## src/rtl/sram_req_arbiter.sv

```systemverilog
// sram_req_arbiter: shares one SRAM-like master port between instruction fetch
// and the data (load/store) requester. One outstanding transaction at a time;
// data has priority, but fetch is forced after MAX_DATA_RUN consecutive data
// grants taken while a fetch was waiting.
module sram_req_arbiter #(
  parameter int MAX_DATA_RUN = 4,
  parameter int ADDR_W       = 32
) (
  input  logic              cpu_clk_50M,
  input  logic              cpu_rst,
  // instruction fetch side
  input  logic              inst_req,
  input  logic [ADDR_W-1:0] inst_addr,
  output logic              inst_addr_ok,
  output logic              inst_data_ok,
  output logic [31:0]       inst_rdata,
  // data side
  input  logic              data_req,
  input  logic              data_wr,
  input  logic [1:0]        data_size,
  input  logic [ADDR_W-1:0] data_addr,
  input  logic [31:0]       data_wdata,
  output logic              data_addr_ok,
  output logic              data_data_ok,
  output logic [31:0]       data_rdata,
  // master port
  output logic              m_req,
  output logic              m_wr,
  output logic [1:0]        m_size,
  output logic [ADDR_W-1:0] m_addr,
  output logic [31:0]       m_wdata,
  input  logic              m_addr_ok,
  input  logic              m_data_ok,
  input  logic [31:0]       m_rdata,
  output logic              busy
);

  typedef enum logic [1:0] {
    IDLE = 2'd0,
    ADDR = 2'd1,
    DATA = 2'd2
  } state_t;

  localparam int RUN_W = $clog2(MAX_DATA_RUN + 1);
  localparam logic [RUN_W-1:0] RUN_MAX = RUN_W'(MAX_DATA_RUN);

  state_t              state_q;
  logic                owner_q;   // 0 = inst, 1 = data
  logic [RUN_W-1:0]    run_q;
  logic [RUN_W-1:0]    run_d;
  logic                grant_data_d;
  logic                grant_inst_d;
  logic                m_req_q;
  logic                m_wr_q;
  logic [1:0]          m_size_q;
  logic [ADDR_W-1:0]   m_addr_q;
  logic [31:0]         m_wdata_q;
  logic                addr_hs;
  logic                data_hs;

  // Arbitration decision and next run count, consulted only while IDLE.
  always_comb begin
    grant_data_d = data_req && (!inst_req || (run_q < RUN_MAX));
    grant_inst_d = !grant_data_d && inst_req;
    run_d        = run_q;
    if (grant_data_d) begin
      if (!inst_req)
        run_d = '0;
      else if (run_q != RUN_MAX)
        run_d = run_q + 1'b1;
    end else if (grant_inst_d) begin
      run_d = '0;
    end
  end

  // Transaction FSM with registered master-side request fields.
  always_ff @(posedge cpu_clk_50M) begin
    if (cpu_rst) begin
      state_q   <= IDLE;
      owner_q   <= 1'b0;
      run_q     <= '0;
      m_req_q   <= 1'b0;
      m_wr_q    <= 1'b0;
      m_size_q  <= '0;
      m_addr_q  <= '0;
      m_wdata_q <= '0;
    end else begin
      case (state_q)
        IDLE: begin
          if (grant_data_d) begin
            owner_q   <= 1'b1;
            run_q     <= run_d;
            m_req_q   <= 1'b1;
            m_wr_q    <= data_wr;
            m_size_q  <= data_size;
            m_addr_q  <= data_addr;
            m_wdata_q <= data_wdata;
            state_q   <= ADDR;
          end else if (grant_inst_d) begin
            owner_q   <= 1'b0;
            run_q     <= run_d;
            m_req_q   <= 1'b1;
            m_wr_q    <= 1'b0;
            m_size_q  <= 2'd2;
            m_addr_q  <= inst_addr;
            m_wdata_q <= '0;
            state_q   <= ADDR;
          end
        end
        ADDR: begin
          if (m_addr_ok) begin
            m_req_q <= 1'b0;
            state_q <= DATA;
          end
        end
        DATA: begin
          if (m_data_ok)
            state_q <= IDLE;
        end
        default: begin
          m_req_q <= 1'b0;
          state_q <= IDLE;
        end
      endcase
    end
  end

  // Handshake pass-through to the owner; reset suppresses any pulse in flight.
  always_comb begin
    addr_hs      = !cpu_rst && (state_q == ADDR) && m_addr_ok;
    data_hs      = !cpu_rst && (state_q == DATA) && m_data_ok;
    inst_addr_ok = addr_hs && !owner_q;
    data_addr_ok = addr_hs &&  owner_q;
    inst_data_ok = data_hs && !owner_q;
    data_data_ok = data_hs &&  owner_q;
    inst_rdata   = inst_data_ok ? m_rdata : '0;
    data_rdata   = data_data_ok ? m_rdata : '0;
  end

  assign m_req   = m_req_q;
  assign m_wr    = m_wr_q;
  assign m_size  = m_size_q;
  assign m_addr  = m_addr_q;
  assign m_wdata = m_wdata_q;
  assign busy    = (state_q != IDLE);

endmodule

```

## config.mk

```make
export PLATFORM = sky130hd
export DESIGN_NAME = sram_req_arbiter
export DESIGN_NICKNAME = d
export VERILOG_FILES = /design/src/rtl/sram_req_arbiter.sv
export SDC_FILE = /design/constraint.sdc
export NUM_CORES = 1
export LEC_CHECK = 0
export ABC_AREA = 1
export CORE_MARGIN = 2
export CORE_UTILIZATION = 35
export DETAILED_ROUTE_END_ITERATION = 16
export PLACE_DENSITY = 0.82
export SLEW_MARGIN = 20
export SYNTH_ARGS = -nofsm -noshare
export SYNTH_HDL_FRONTEND = slang
export SYNTH_SLANG_ARGS = --single-unit
```

## constraint.sdc

```tcl
create_clock -name cpu_clk_50M -period 1.8 [get_ports cpu_clk_50M]
set_clock_uncertainty 0.1 [all_clocks]
set_input_delay 0.27 -clock cpu_clk_50M [delete_from_list [all_inputs] [get_ports cpu_clk_50M]]
set_output_delay 0.27 -clock cpu_clk_50M [all_outputs]
set_load 0.01 [all_outputs]
```

==> results of run 1 <==
## through the flow
stage | setup TNS [ns] | std cells | util, % | instance area [µm²]
6_report | -3.09 | 1048 | 64.7 | 6920
4_1_cts | -7.65 | 1042 | 64.2 | 6870
3_5_place_dp | -31.31 | 1026 | 63.5 | 6800
2_1_floorplan | 0 | 629 | - | 3800
3_3_place_gp | -29.97 | 1026 | 63.5 | 6800
5_1_grt | -8.79 | 1048 | 64.7 | 6920
## logic make-up (layout without fill, tap and decap cells)
logic type      after synthesis  after routing  synth area share (%)
buf+inv                     120            399                  13.3
flops                        74             74                  39.0
simple gates                391            391                  41.3
compound gates               42             42                  5.82
fa+ha+maj                     2              2                 0.658
## placed cells by master (no fill, tap or decap), drive strengths merged
master / Yosys / layout
clkbuf: 12 / 12
nand2: 179 / 179
clkdlybuf4s50: 0 / 204
nor2: 140 / 140
ha: 2 / 2
dlygate4sd2: 0 / 1
bufinv: 0 / 1
buf: 29 / 95
nor3: 1 / 1
nand3: 71 / 71
inv: 79 / 82
a21oi: 41 / 41
dfxtp: 74 / 74
clkinv: 0 / 4
o21ai: 1 / 1
## worst reg2reg max path, cell delays in order (launching register included)
cell     delay (ns)
dfxtp_2        0.33
buf_4          0.14
nor2_2         0.17
buf_4          0.17
nand2_4        0.08
buf_12         0.18
nand2_1        0.11
a21oi_1        0.07
## final cells by class
class | instances | share of cell area, %
Clock inverter | 6 | 1.05
Tap cell | 140 | 2.53
Clock buffer | 10 | 1.99
Inverter | 79 | 4.50
Sequential cell | 74 | 21.4
Timing Repair inverter | 2 | 0.253
Multi-Input combinational cell | 435 | 28.0
Timing Repair Buffer | 302 | 40.3
## repair_timing
item                       CTS  global route
setup endpoints to repair   69            67
resized for setup          226            95
buffers inserted             0             2
cloned                       0             4
pin swaps                    3             2
## power breakdown
group / switching [W] / internal (W) / total, W
Combinational: 0.000661 / 0.000765 / 0.00143
Sequential: 0.0000779 / 0.00179 / 0.00187
Clock: 0.000652 / 0.000695 / 0.00135
## final timing paths
path | endpoint | slack [ns]
worst max-delay path | inst_rdata[7] | -0.10
worst min-delay path | m_wdata[26] | 0.37
worst max register to register | m_wdata[18] | 0.33
worst min register to register | m_wdata[26] | 0.37
## per-layer routing
layer	track usage, %	wire length, µm
met5	0	0
met4	10.7	456
met3	5.61	1090
met2	39.4	7080
met1	22.0	4810
## state kept, by name, indices dropped and copies added (netlist names)
| name | flops |
|---|---|
| m_addr | 32 |
| m_wdata | 32 |
| run_q | 3 |
| m_size | 2 |
| state_q | 2 |
| m_req | 1 |
| m_wr | 1 |
| owner_q | 1 |
==> summary.txt, run 1 <==
status: finished, violations left
failing checks: negative setup slack
WL final: 13,400 µm
Max IR drop VDD: 0.470 mV
synth unique cells: 18
io pins: 274
post-synthesis cell area: 0.00380 mm²
core area: 0.0107 mm²
drt wl/cell: 12.8 µm
flops & latches, synth: 74
CP max stage delay: 0.34 ns
Mapped Nets: 768
worst path buffer plus inverter count: 4
TritonCTS Buffers: 9
Hold Path Origin: m_wdata[26]
Hold Path Class: register to register
Main synth FF type: dfxtp_1
Worst-Skew Late Latency: 0.34 ns
# rows: 38
multi-input logic area: 0.00193 mm²
ranking of synthesized cells by area: dfxtp_1 (39%), nand2_1 (17%), nor2_1 (14%)
Tcrit/Tclk final: 106%
Final HPWL DP: 9810 µm
final worst slack: -0.100 ns
TritonRoute pass-1 iters: 4
CP startpoint: state_q[1]
TritonCTS clock tree: yes
sequential cell area: 0.00148 mm²
root buf cell: clkbuf_8
Max Cap Viol: 0
pre-CTS setup slack: -0.532 ns
Final Power: 0.00464 W
CP Depth: 8
CP most frequent cell: nor2_4
synth cell count leaders: nand2_1 (176), nor2_1 (138), dfxtp_1 (74)
first-pass GRT wire length: 19,900 µm
hold_buf cts: 0
initial core utilization: 35.5%
RePlAce Congestion: 0.769
H-tree depth: 3
GRT overflow: 0
Slew Limit Fails: 0
GRT Total Usage: 21.3%
Reg2Reg Launch Point: state_q[1]
crit-path leading delay family: simple AND/OR/NAND/NOR gates
Slowest cell on crit path: dfxtp_2
worst relative slew slack: 70.6%
sequential share of the synthesized area: 39.0%
top-count cell post-synth: nand2_1
Mean Syn Cell Area: 6.05 µm²
Routed Antenna Nets: 0
Least-Margin Pin Slew: 0.441 ns
Chip Width: 108 µm
cell taking the most area after synthesis: dfxtp_1
DRC viols: 0
maximum buffer depth of the clock tree: 2
share of layout cells above drive strength 1: 16.7%
area delta synth->final: 82.0%
clock-pin slew of the registers on the worst-case setup and hold paths: 0.08 ns
WS Path Type: register to output port
Min-Delay Path Depth: 2
hold violation count in the final report: 0
Initial DRC Count: 308
port bufs: 273
CTS Sinks: 74
Die Y: 108 µm
crit-path max FO: 8
final setup fails: 62
Power Density: 671 mW/mm²
vias post-DR: 4,697
diode count: 0
achievable frequency: 526 MHz
Mapped Cells: 629
Post-synth EDFFs: 0
Fill cells: 989
Hold Worst Slack: 0.365 ns
final net count: 1,042
Synth top area share: 39.0%
nature of the critical path endpoint: output port
initial antenna violation count: 0
crit path cell chain: inv_2 -> nor2_4 -> nand3_4 -> nor2_4 -> buf_12 -> clkinv_8 -> nor2_1 -> buf_2
Synth warnings: 0
vias per cell: 4.48
largest net degree at the start of global routing: 44
Leak Pwr: 3.32 nW
vias in the first global route: 4,180
Async S/R FF share, synth: 0%
worst path required time: 1.43 ns
unrepaired setup endpoints after global routing: yes
area of the die: 0.0117 mm²
Worst Reg-to-Reg Cells: 7
Final min period: 1.90 ns
critical path launch point type: register
crit path DAT: 1.53 ns
(Power assumes the default switching activity.)
==> inputs of run 2 (changes only) <==
--- a/config.mk
+++ b/config.mk
@@ -9,8 +9,9 @@
 export CORE_MARGIN = 2
 export CORE_UTILIZATION = 35
 export DETAILED_ROUTE_END_ITERATION = 16
+export GPL_TIMING_DRIVEN = 1
 export PLACE_DENSITY = 0.82
-export SLEW_MARGIN = 20
+export SLEW_MARGIN = 10
 export SYNTH_ARGS = -nofsm -noshare
 export SYNTH_HDL_FRONTEND = slang
 export SYNTH_SLANG_ARGS = --single-unit
==> constraint.sdc (replaced) <==
create_clock -name cpu_clk_50M -period 1.8 [get_ports cpu_clk_50M]
set_clock_uncertainty 0.1 [all_clocks]
set_input_delay 0.36 -clock cpu_clk_50M [delete_from_list [all_inputs] [get_ports cpu_clk_50M]]
set_output_delay 0.36 -clock cpu_clk_50M [all_outputs]
set_load 0.01 [all_outputs]
==> run 2 against run 1 <==
Effect of this change:
- the run still ends with negative setup slack left
- utilization increased by 0.94 points
- non-clock buffer count is 7 higher
- via count up 0.81%
- clock power shrank 7%
- cell count up 0.67%
- wire length up 0.82%
- design area rose by 1.4%
- sequential share of layout area fell by 0.27 points
- count of clock-buffer cells in the layout did not move
- die area stayed put
- global-route usage rose by 0.65 points
- critical path type unchanged
- largest cell class unchanged
==> summary.txt, run 2 (same netlist as run 1, synthesis figures left out) <==
Final Power: 0.00458 W
R2R Path End: m_wdata[18]
CTS Sinks: 74
Hold Path Class: register to register
commonest non-fill, non-tap cell in the layout: clkdlybuf4s50_1
area of the die: 0.0117 mm²
first-pass GRT wire length: 20,500 µm
most frequent cells in the layout: clkdlybuf4s50_1 (202), nand2_1 (176), nor2_1 (104)
final net count: 1,049
drt wl/cell: 12.8 µm
nature of the critical path endpoint: output port
diode count: 0
initial antenna violation count: 0
crit-path max FO: 10
met2 GRT Util: 41.6%
final worst slack: -0.222 ns
Power Density: 653 mW/mm²
unrepaired setup endpoints after global routing: yes
GR Util met3: 5.85%
Worst-Skew Late Latency: 0.34 ns
failing checks: negative setup slack
placed instance area: 0.00682 mm²
vias post-DR: 4,735
Finished Core Util: 65.6%
Reg2Reg Launch Point: state_q[0]
met1 global-route usage: 22.5%
Die Y: 108 µm
fin area: 0.00702 mm²
Final HPWL DP: 9940 µm
GRT Total Usage: 21.9%
CP startpoint: state_q[0]
core area: 0.0107 mm²
clock-pin slew of the registers on the worst-case setup and hold paths: 0.08 ns
Setup crit end: data_rdata[1]
share of layout cells above drive strength 1: 18.8%
achievable frequency: 495 MHz
Routed Antenna Nets: 0
H-tree depth: 3
Hold Worst Slack: 0.366 ns
critical path launch point type: register
TritonCTS Buffers: 9
DRC viols: 0
status: finished, violations left
Worst Reg-to-Reg Cells: 7
WS Path Type: register to output port
Final min period: 2.02 ns
vias in the first global route: 4,309
layer with the highest usage: met2
crit path DAT: 1.56 ns
Max Cap Viol: 0
root buf cell: clkbuf_8
largest net degree at the start of global routing: 44
Least-Margin Pin Slew: 0.405 ns
Tcrit/Tclk final: 112%
final setup fails: 68
WL final: 13,500 µm
worst relative slew slack: 73.0%
io pins: 274
Slew Limit Fails: 0
Max IR drop VDD: 0.431 mV
maximum buffer depth of the clock tree: 2
# rows: 38
GRT overflow: 0
port bufs: 273
Initial DRC Count: 228
hold violation count in the final report: 0
TritonCTS clock tree: yes
Fin Setup TNS: -11.21 ns
Chip Width: 108 µm
Fill cells: 958
worst reg2reg setup slack: 0.19 ns
initial core utilization: 35.5%
TritonRoute pass-1 iters: 4
area delta synth->final: 84.6%
RePlAce Congestion: 0.765
vias per cell: 4.49
Leak Pwr: 3.36 nW
worst path required time: 1.34 ns
[run 2: cell count changes in the layout (fill, tap and decap cells not counted), moves of 2 or more]
| cell | delta |
|---|---|
| buf_4 | +3 |
| buf_6 | +5 |
| clkdlybuf4s50_1 | -2 |
| nor2_1 | -12 |
| nor2_2 | +11 |
[run 2: final cells by class]
cell class | instances | area, µm² | share of cell area, %
Timing Repair Buffer | 309 | 2860 | 40.7
Multi-Input combinational cell | 435 | 1970 | 28.1
Sequential cell | 74 | 1490 | 21.2
Inverter | 79 | 312 | 4.44
Tap cell | 140 | 175 | 2.50
Clock buffer | 10 | 128 | 1.82
Clock inverter | 6 | 65.1 | 0.927
Timing Repair inverter | 2 | 20.0 | 0.285
[run 2: worst max-delay path, cell delays in order, from the launching register on]
cell       delay, ns
dfxtp_4         0.36
nor2_4          0.13
nand3_4         0.10
nor2_4          0.15
inv_4           0.08
clkbuf_16       0.17
nor2_1          0.08
buf_2           0.14
[run 2: how the worst min path moves through the flow]
| stage | to | cells after the start | startpoint |
|---|---|---|---|
| 4_1_cts | m_wdata[14] | 2 | m_wdata[14] |
| 6_report | m_wdata[22] | 2 | m_wdata[22] |
| 3_5_place_dp | m_wdata[18] | 2 | m_wdata[18] |
| 2_1_floorplan | run_q[1] | 2 | run_q[1] |
| 3_3_place_gp | m_wdata[3] | 2 | m_wdata[3] |
| 5_1_grt | m_wdata[28] | 2 | m_wdata[28] |
[run 2: per-layer routing]
metal	vias to the layer above	share of wire, %
li1	2456	-
met3	32	8.2
met2	178	53
met5	-	0
met1	2069	36
met4	0	3.3
[run 2: power by group]
group	switching, W	leakage [nW]	internal, W
Clock	0.000615	0.0966	0.000643
Sequential	0.0000770	0.611	0.00179
Combinational	0.000677	2.65	0.000778
[run 2: stage by stage]
step	std cells	worst slack, ns
floorplan	629	0.158
finish	1055	-0.222
global placement	1029	-0.661
global route	1055	-0.320
detailed placement	1029	-0.739
CTS	1051	-0.184
[run 2: what timing repair did]
| item | in CTS | in global routing |
|---|---|---|
| buffers inserted | 4 | 2 |
| endpoints found under the setup margin | 69 | 69 |
| pin swaps | 2 | 5 |
| gates resized for setup | 308 | 43 |
| cloned | 2 | 2 |
| hold buffers | 0 | 0 |
